--- config.mk ---
export PLATFORM = sky130hd
export DESIGN_NAME = hazard_ctrl_flat
export DESIGN_NICKNAME = d
export VERILOG_FILES = /design/src/rtl/hazard_ctrl_if.sv /design/src/rtl/hazard_ctrl.sv /design/src/flat_wrapper.sv
export SDC_FILE = /design/constraint.sdc
export NUM_CORES = 1
export LEC_CHECK = 0
export ABC_AREA = 1
export BUFFER_PORTS_ARGS = -buffer_cell sky130_fd_sc_hd__buf_2
export CAP_MARGIN = 25
export CORE_ASPECT_RATIO = 0.7
export CORE_UTILIZATION = 57
export DETAILED_ROUTE_END_ITERATION = 12
export MAX_ROUTING_LAYER = met4
export PLACE_DENSITY_LB_ADDON = 0.1
export SYNTH_ARGS = -nofsm -noshare
export SYNTH_HDL_FRONTEND = slang
export SYNTH_SLANG_ARGS = --single-unit
--- constraint.sdc ---
create_clock -name clk -period 3.48 [get_ports clk]
set_input_delay 0.87 -clock clk [delete_from_list [all_inputs] [get_ports clk]]
set_output_delay 0.87 -clock clk [all_outputs]
set_load 0.01 [all_outputs]
--- src/rtl/hazard_ctrl_if.sv ---
// Hazard controller bundle: ID/EX hazard inputs from the pipeline, and
// the stall/flush strobes, halt status and counters returned to it.
interface hazard_ctrl_if #(
  parameter int CNT_W = 16
);
  logic [3:0]       p0_addr_ID;
  logic [3:0]       p1_addr_ID;
  logic             p0_used_ID;
  logic             p1_used_ID;
  logic [3:0]       dst_addr_EX;
  logic             we_rf_EX;
  logic             re_mem_EX;
  logic             redirect_EX;
  logic             hlt_EX;
  logic             stall_pc;
  logic             stall_IF_ID;
  logic             flush_IF_ID;
  logic             flush_ID_EX;
  logic             halted;
  logic [CNT_W-1:0] bubble_cnt;
  logic [CNT_W-1:0] redirect_cnt;

  // Pipeline side: presents hazard information, consumes strobes.
  modport master (
    output p0_addr_ID, p1_addr_ID, p0_used_ID, p1_used_ID,
    output dst_addr_EX, we_rf_EX, re_mem_EX, redirect_EX, hlt_EX,
    input  stall_pc, stall_IF_ID, flush_IF_ID, flush_ID_EX,
    input  halted, bubble_cnt, redirect_cnt
  );

  // Controller side.
  modport slave (
    input  p0_addr_ID, p1_addr_ID, p0_used_ID, p1_used_ID,
    input  dst_addr_EX, we_rf_EX, re_mem_EX, redirect_EX, hlt_EX,
    output stall_pc, stall_IF_ID, flush_IF_ID, flush_ID_EX,
    output halted, bubble_cnt, redirect_cnt
  );
endinterface

--- src/rtl/hazard_ctrl.sv ---
// Pipeline hazard controller: load-use bubble insertion, wrong-path squash
// on EX redirects, HLT drain sequencing and saturating perf counters.
module hazard_ctrl #(
  parameter int unsigned DRAIN_CYCLES = 2,
  parameter int          CNT_W        = 16
) (
  input logic         clk,
  input logic         rst,
  hazard_ctrl_if.slave hz
);
  localparam int DW = $clog2(DRAIN_CYCLES + 1);

  typedef enum logic [1:0] {RUN, DRAIN, HALTED} state_t;

  state_t           state_q,    state_d;
  logic [DW-1:0]    dcnt_q,     dcnt_d;
  logic             halted_q,   halted_d;
  logic [CNT_W-1:0] bubble_q,   bubble_d;
  logic [CNT_W-1:0] redirect_q, redirect_d;
  logic             lu;
  logic             stall_pc_d, stall_if_id_d, flush_if_id_d, flush_id_ex_d;

  // Load-use hazard: a load in EX targets a non-zero register that ID reads.
  always_comb begin
    lu = hz.re_mem_EX & hz.we_rf_EX & (hz.dst_addr_EX != 4'd0) &
         ((hz.p0_used_ID & (hz.p0_addr_ID == hz.dst_addr_EX)) |
          (hz.p1_used_ID & (hz.p1_addr_ID == hz.dst_addr_EX)));
  end

  // Strobes and next-state: halt > redirect > load-use in RUN; drain/halted freeze.
  always_comb begin
    state_d       = state_q;
    dcnt_d        = dcnt_q;
    halted_d      = halted_q;
    bubble_d      = bubble_q;
    redirect_d    = redirect_q;
    stall_pc_d    = 1'b0;
    stall_if_id_d = 1'b0;
    flush_if_id_d = 1'b0;
    flush_id_ex_d = 1'b0;
    unique case (state_q)
      RUN: begin
        if (hz.hlt_EX) begin
          stall_pc_d    = 1'b1;
          flush_if_id_d = 1'b1;
          flush_id_ex_d = 1'b1;
          state_d       = DRAIN;
          dcnt_d        = DW'(DRAIN_CYCLES);
        end else if (hz.redirect_EX) begin
          flush_if_id_d = 1'b1;
          flush_id_ex_d = 1'b1;
          if (redirect_q != '1) redirect_d = redirect_q + 1'b1;
        end else if (lu) begin
          stall_pc_d    = 1'b1;
          stall_if_id_d = 1'b1;
          flush_id_ex_d = 1'b1;
          if (bubble_q != '1) bubble_d = bubble_q + 1'b1;
        end
      end
      DRAIN: begin
        stall_pc_d    = 1'b1;
        flush_if_id_d = 1'b1;
        flush_id_ex_d = 1'b1;
        dcnt_d        = dcnt_q - 1'b1;
        if (dcnt_q == DW'(1)) begin
          state_d  = HALTED;
          halted_d = 1'b1;
        end
      end
      HALTED: begin
        stall_pc_d    = 1'b1;
        flush_if_id_d = 1'b1;
        flush_id_ex_d = 1'b1;
      end
      default: state_d = RUN;
    endcase
    // Reset masks every strobe in the same cycle it is asserted.
    if (rst) begin
      stall_pc_d    = 1'b0;
      stall_if_id_d = 1'b0;
      flush_if_id_d = 1'b0;
      flush_id_ex_d = 1'b0;
    end
  end

  // State, drain counter, halted flag and perf counters.
  always_ff @(posedge clk) begin
    if (rst) begin
      state_q    <= RUN;
      dcnt_q     <= '0;
      halted_q   <= 1'b0;
      bubble_q   <= '0;
      redirect_q <= '0;
    end else begin
      state_q    <= state_d;
      dcnt_q     <= dcnt_d;
      halted_q   <= halted_d;
      bubble_q   <= bubble_d;
      redirect_q <= redirect_d;
    end
  end

  assign hz.stall_pc     = stall_pc_d;
  assign hz.stall_IF_ID  = stall_if_id_d;
  assign hz.flush_IF_ID  = flush_if_id_d;
  assign hz.flush_ID_EX  = flush_id_ex_d;
  assign hz.halted       = halted_q;
  assign hz.bubble_cnt   = bubble_q;
  assign hz.redirect_cnt = redirect_q;
endmodule

--- src/flat_wrapper.sv ---
// flat-port wrapper written by rule: the top's interface ports become plain ports
module hazard_ctrl_flat 
#(
  parameter int unsigned DRAIN_CYCLES = 2,
  parameter int          CNT_W        = 16
)
  (clk, rst, hz_p0_addr_ID, hz_p1_addr_ID, hz_p0_used_ID, hz_p1_used_ID, hz_dst_addr_EX, hz_we_rf_EX, hz_re_mem_EX, hz_redirect_EX, hz_hlt_EX, hz_stall_pc, hz_stall_IF_ID, hz_flush_IF_ID, hz_flush_ID_EX, hz_halted, hz_bubble_cnt, hz_redirect_cnt);
  hazard_ctrl_if #(.CNT_W(CNT_W)) hz_i ();
  input logic clk;
  input logic rst;
  input wire logic [$bits(hz_i.p0_addr_ID)-1:0] hz_p0_addr_ID;
  input wire logic [$bits(hz_i.p1_addr_ID)-1:0] hz_p1_addr_ID;
  input wire logic [$bits(hz_i.p0_used_ID)-1:0] hz_p0_used_ID;
  input wire logic [$bits(hz_i.p1_used_ID)-1:0] hz_p1_used_ID;
  input wire logic [$bits(hz_i.dst_addr_EX)-1:0] hz_dst_addr_EX;
  input wire logic [$bits(hz_i.we_rf_EX)-1:0] hz_we_rf_EX;
  input wire logic [$bits(hz_i.re_mem_EX)-1:0] hz_re_mem_EX;
  input wire logic [$bits(hz_i.redirect_EX)-1:0] hz_redirect_EX;
  input wire logic [$bits(hz_i.hlt_EX)-1:0] hz_hlt_EX;
  output wire logic [$bits(hz_i.stall_pc)-1:0] hz_stall_pc;
  output wire logic [$bits(hz_i.stall_IF_ID)-1:0] hz_stall_IF_ID;
  output wire logic [$bits(hz_i.flush_IF_ID)-1:0] hz_flush_IF_ID;
  output wire logic [$bits(hz_i.flush_ID_EX)-1:0] hz_flush_ID_EX;
  output wire logic [$bits(hz_i.halted)-1:0] hz_halted;
  output wire logic [$bits(hz_i.bubble_cnt)-1:0] hz_bubble_cnt;
  output wire logic [$bits(hz_i.redirect_cnt)-1:0] hz_redirect_cnt;
  assign hz_i.p0_addr_ID = hz_p0_addr_ID;
  assign hz_i.p1_addr_ID = hz_p1_addr_ID;
  assign hz_i.p0_used_ID = hz_p0_used_ID;
  assign hz_i.p1_used_ID = hz_p1_used_ID;
  assign hz_i.dst_addr_EX = hz_dst_addr_EX;
  assign hz_i.we_rf_EX = hz_we_rf_EX;
  assign hz_i.re_mem_EX = hz_re_mem_EX;
  assign hz_i.redirect_EX = hz_redirect_EX;
  assign hz_i.hlt_EX = hz_hlt_EX;
  assign hz_stall_pc = hz_i.stall_pc;
  assign hz_stall_IF_ID = hz_i.stall_IF_ID;
  assign hz_flush_IF_ID = hz_i.flush_IF_ID;
  assign hz_flush_ID_EX = hz_i.flush_ID_EX;
  assign hz_halted = hz_i.halted;
  assign hz_bubble_cnt = hz_i.bubble_cnt;
  assign hz_redirect_cnt = hz_i.redirect_cnt;
  hazard_ctrl #(.DRAIN_CYCLES(DRAIN_CYCLES), .CNT_W(CNT_W)) u_core (.clk(clk), .rst(rst), .hz(hz_i));
endmodule
==> results.sh <==
export IMPL_outcome="finished, final reports clean"
export IMPL_wirelength_met1_mm=2.884
export IMPL_overflow=0
export IMPL_core_sq_um=3970
export IMPL_path_buf_inv=3
export IMPL_holdCritStartpoint="u_core.dcnt_q[0]"
export IMPL_path_clk_slew_ps=80
export IMPL_cp_data_arrival_time_ps=2080
export IMPL_synth_area_leader_cell="dfxtp_1"
export IMPL_hold_depth=1
export IMPL_tightest_slew_ps=528.1
export IMPL_cap_violations=0
export IMPL_fin_hold_ws_ps=469.3
export IMPL_h_tree_depth=2
export IMPL_drc=0
export IMPL_p_int_w=0.0006962
export IMPL_ant_nets=0
export IMPL_slowest_delay_ps=470
export IMPL_crit_family="compound AO/OA/AOI/OAI gates"
export IMPL_synthFlopType="dfxtp_1"
export IMPL_cts_buffers=5
export IMPL_p_switching_w=0.0003936
export IMPL_critPathLaunchType="primary input"
export IMPL_drt_iter0_drc=166
export IMPL_cts_sinks=37
export IMPL_pre_cts_ws_ps=506.3
export IMPL_finalSetupViolations=0
export IMPL_diodes=0
export IMPL_clock_latency_ps=290
export IMPL_grt_pass1_wl_mm=9.860
export IMPL_clockRootBuffer="clkbuf_8"
export IMPL_min_period_ps=2946
export IMPL_vias=2565
export IMPL_place_congestion=0.8818
export IMPL_crit_path_end_kind="output pin"
export IMPL_area_delta_synth_final_pct=16.62
export IMPL_slew_headroom_pct=64.80
export IMPL_p_leak_nw=1.211
export IMPL_first_pass_iters=5
export IMPL_ys_seq_elements=37
export IMPL_vias_per_cell=5.366
export IMPL_hold_buffers=0
export IMPL_fp_dieH_um=56.13
export IMPL_routed_top_layer="met4"
export IMPL_placementRows=19
export IMPL_critPathKind="primary input to output pin"
export IMPL_r2r_start="u_core.hz.redirect_cnt[0]"
export IMPL_wl_met2_mm=2.549
export IMPL_skew_ps=2.723
export IMPL_drive_gt1_share_pct=20.89
export IMPL_hold_end="u_core.dcnt_q[0]"
export IMPL_min_delay_path_class="flop to flop"
export IMPL_antenna_found_initial=0
export IMPL_wl_met3_um=433
export IMPL_netlist_area_sq_um=2386
export IMPL_synthCells=369
export IMPL_synth_most_common_cell="nand2_1"
export IMPL_cpMostUsedCell="buf_2"
export IMPL_slew_violations=0
export IMPL_cp_cell_sequence="buf_2, inv_2, a31oi_4, nand2_1, nor4_1, buf_2"
export IMPL_track_usage_pct=28.75
export IMPL_setup_ws_ps=534.0
export IMPL_postCtsSetupBuffers=0
export IMPL_wl_per_cell_um=12.38
export IMPL_min_period_over_period_pct=84.66
export IMPL_setup_tns_ps=0
export IMPL_detail_route_wirelength_mm=5.917
export IMPL_ios=57
export IMPL_clockPowerShare_pct=27.3
export IMPL_hold_viol=0
export IMPL_rr_endpoint="u_core.hz.redirect_cnt[15]"
export IMPL_synth_nets=396
export IMPL_rsz0062_at_grt="false"
export IMPL_r2r_cells=9
export IMPL_power_frac_seq_pct=43.4
export IMPL_grt_max_degree=27
export IMPL_power_density_nw_per_um2=391.7
export IMPL_ys_seq_area_share_pct=31.04
export IMPL_synth_top_area_share_pct=31.04
export IMPL_critPathSlowestCell="a31oi_4"
export IMPL_synth_avg_cell_area_sq_um=6.466
export IMPL_synth_edff_count=0
export IMPL_die_area_sq_um=4453
export IMPL_io_buffer_count=56
export IMPL_synth_area_leaders="dfxtp_1 (31%), nand2_1 (16%), nor2_1 (7.9%)"
export IMPL_crit_required_ps=2610
export IMPL_cp_max_fo=17
export IMPL_rrSetupSlack_ps=1520
export IMPL_fin_util_pct=70.09
export IMPL_dp_hpwl_mm=4.323
export IMPL_ys_async_sr_fraction_pct=0
export IMPL_grt_pass1_vias=2195
export IMPL_initial_core_util_pct=60.10
export IMPL_yosys_cell_types_count=28
export IMPL_ir_drop_mv=0.4213
export IMPL_combPwrFrac_pct=29.3
export IMPL_nNetsFinal=452
export IMPL_chipWidth_um=79.33
export IMPL_cts_tree="yes"
export IMPL_clk_path_buf_depth=2
export IMPL_yosys_top_cells_count="nand2_1 (103), nor2_1 (50), dfxtp_1 (37), inv_1 (34)"
export IMPL_swShare_pct=36.12
export IMPL_power_w=0.001090
export IMPL_fmax_mhz=339.4
export IMPL_synth_warnings=0
export IMPL_post_cts_resized=0
==> worst register-to-register path: cells and delay by family, from the launching register on <==
kind	cells	cell delay [ps]
flops	1	410
fa+ha+maj	1	190
buf+inv	1	260
compound gates	1	150
simple gates	6	880
==> power groups by stage <==
| stage | clock network, W | registers [W] | logic, W |
|---|---|---|---|
| 3_5_place_dp | 0 | 0.000483 | 0.000314 |
| 4_1_cts | 0.000304 | 0.000473 | 0.000317 |
| 2_1_floorplan | 0 | 0.000482 | 0.000220 |
| 6_report | 0.000298 | 0.000473 | 0.000319 |
| 5_1_grt | 0.000321 | 0.000477 | 0.000357 |
| 3_3_place_gp | 0 | 0.000482 | 0.000310 |
==> stage by stage <==
step	instances	cell area, sq um
finish	478	2783
CTS	478	2783
detailed placement	470	2700
global placement	470	2700
floorplan	369	2386
global route	478	2783
==> flip-flops by register name, indices dropped and copies added, names as in the netlist <==
signal and cells:
u_core.hz.redirect_cnt 16, u_core.hz.bubble_cnt 16, u_core.dcnt_q 2, u_core.hz.halted 1, u_core.state_q 2
==> per-layer routing <==
layer / global-route usage, % / vias up
li1: - / 1319
met3: 5.082 / 9
met1: 40.00 / 1140
met2: 43.23 / 97
met4: 6.753 / 0
met5: - / -
==> worst max path at each step <==
stage | cells past startpoint | end | from | slack [ps]
final | 6 | hz_stall_IF_ID | hz_dst_addr_EX[3] | 530
after global routing | 8 | hz_stall_pc | hz_dst_addr_EX[2] | 410
after CTS | 6 | hz_stall_IF_ID | hz_dst_addr_EX[3] | 500
after detailed placement | 6 | hz_stall_IF_ID | hz_dst_addr_EX[3] | 510
after global placement | 8 | hz_stall_pc | hz_dst_addr_EX[3] | 570
after floorplan | 7 | hz_stall_IF_ID | hz_dst_addr_EX[0] | 890
==> cell families after synthesis <==
| group | after synthesis | synth area share (%) |
|---|---|---|
| xor+xnor | 13 | 4.772 |
| buf+inv | 49 | 8.232 |
| simple gates | 212 | 39.07 |
| compound gates | 51 | 13.21 |
| flops | 37 | 31.04 |
| fa+ha+maj | 7 | 3.671 |
==> layout make-up <==
class	instances	area, sq um
multi-input cells	283	1449
well taps	52	65.06
fillers	365	1187
inverters	40	150.1
flip-flops and latches	37	740.7
repair buffers	58	295.3
clock inverters	2	10.01
clock buffers	6	72.57
==> layout by cell type (no fill, tap or decap), drive strengths merged <==
master  instances
nand2         105
buf            58
nor2           52
inv            40
dfxtp          37
a21oi          33
nand4          23
nand3          19
o21ai          15
nor3           10
xor2            7
ha              7
xnor2           6
clkbuf          6
clkinv          2
nor4            2
a31oi           1
a31o            1
o21a            1
nand3b          1
Power figures use the tool's default switching activity.
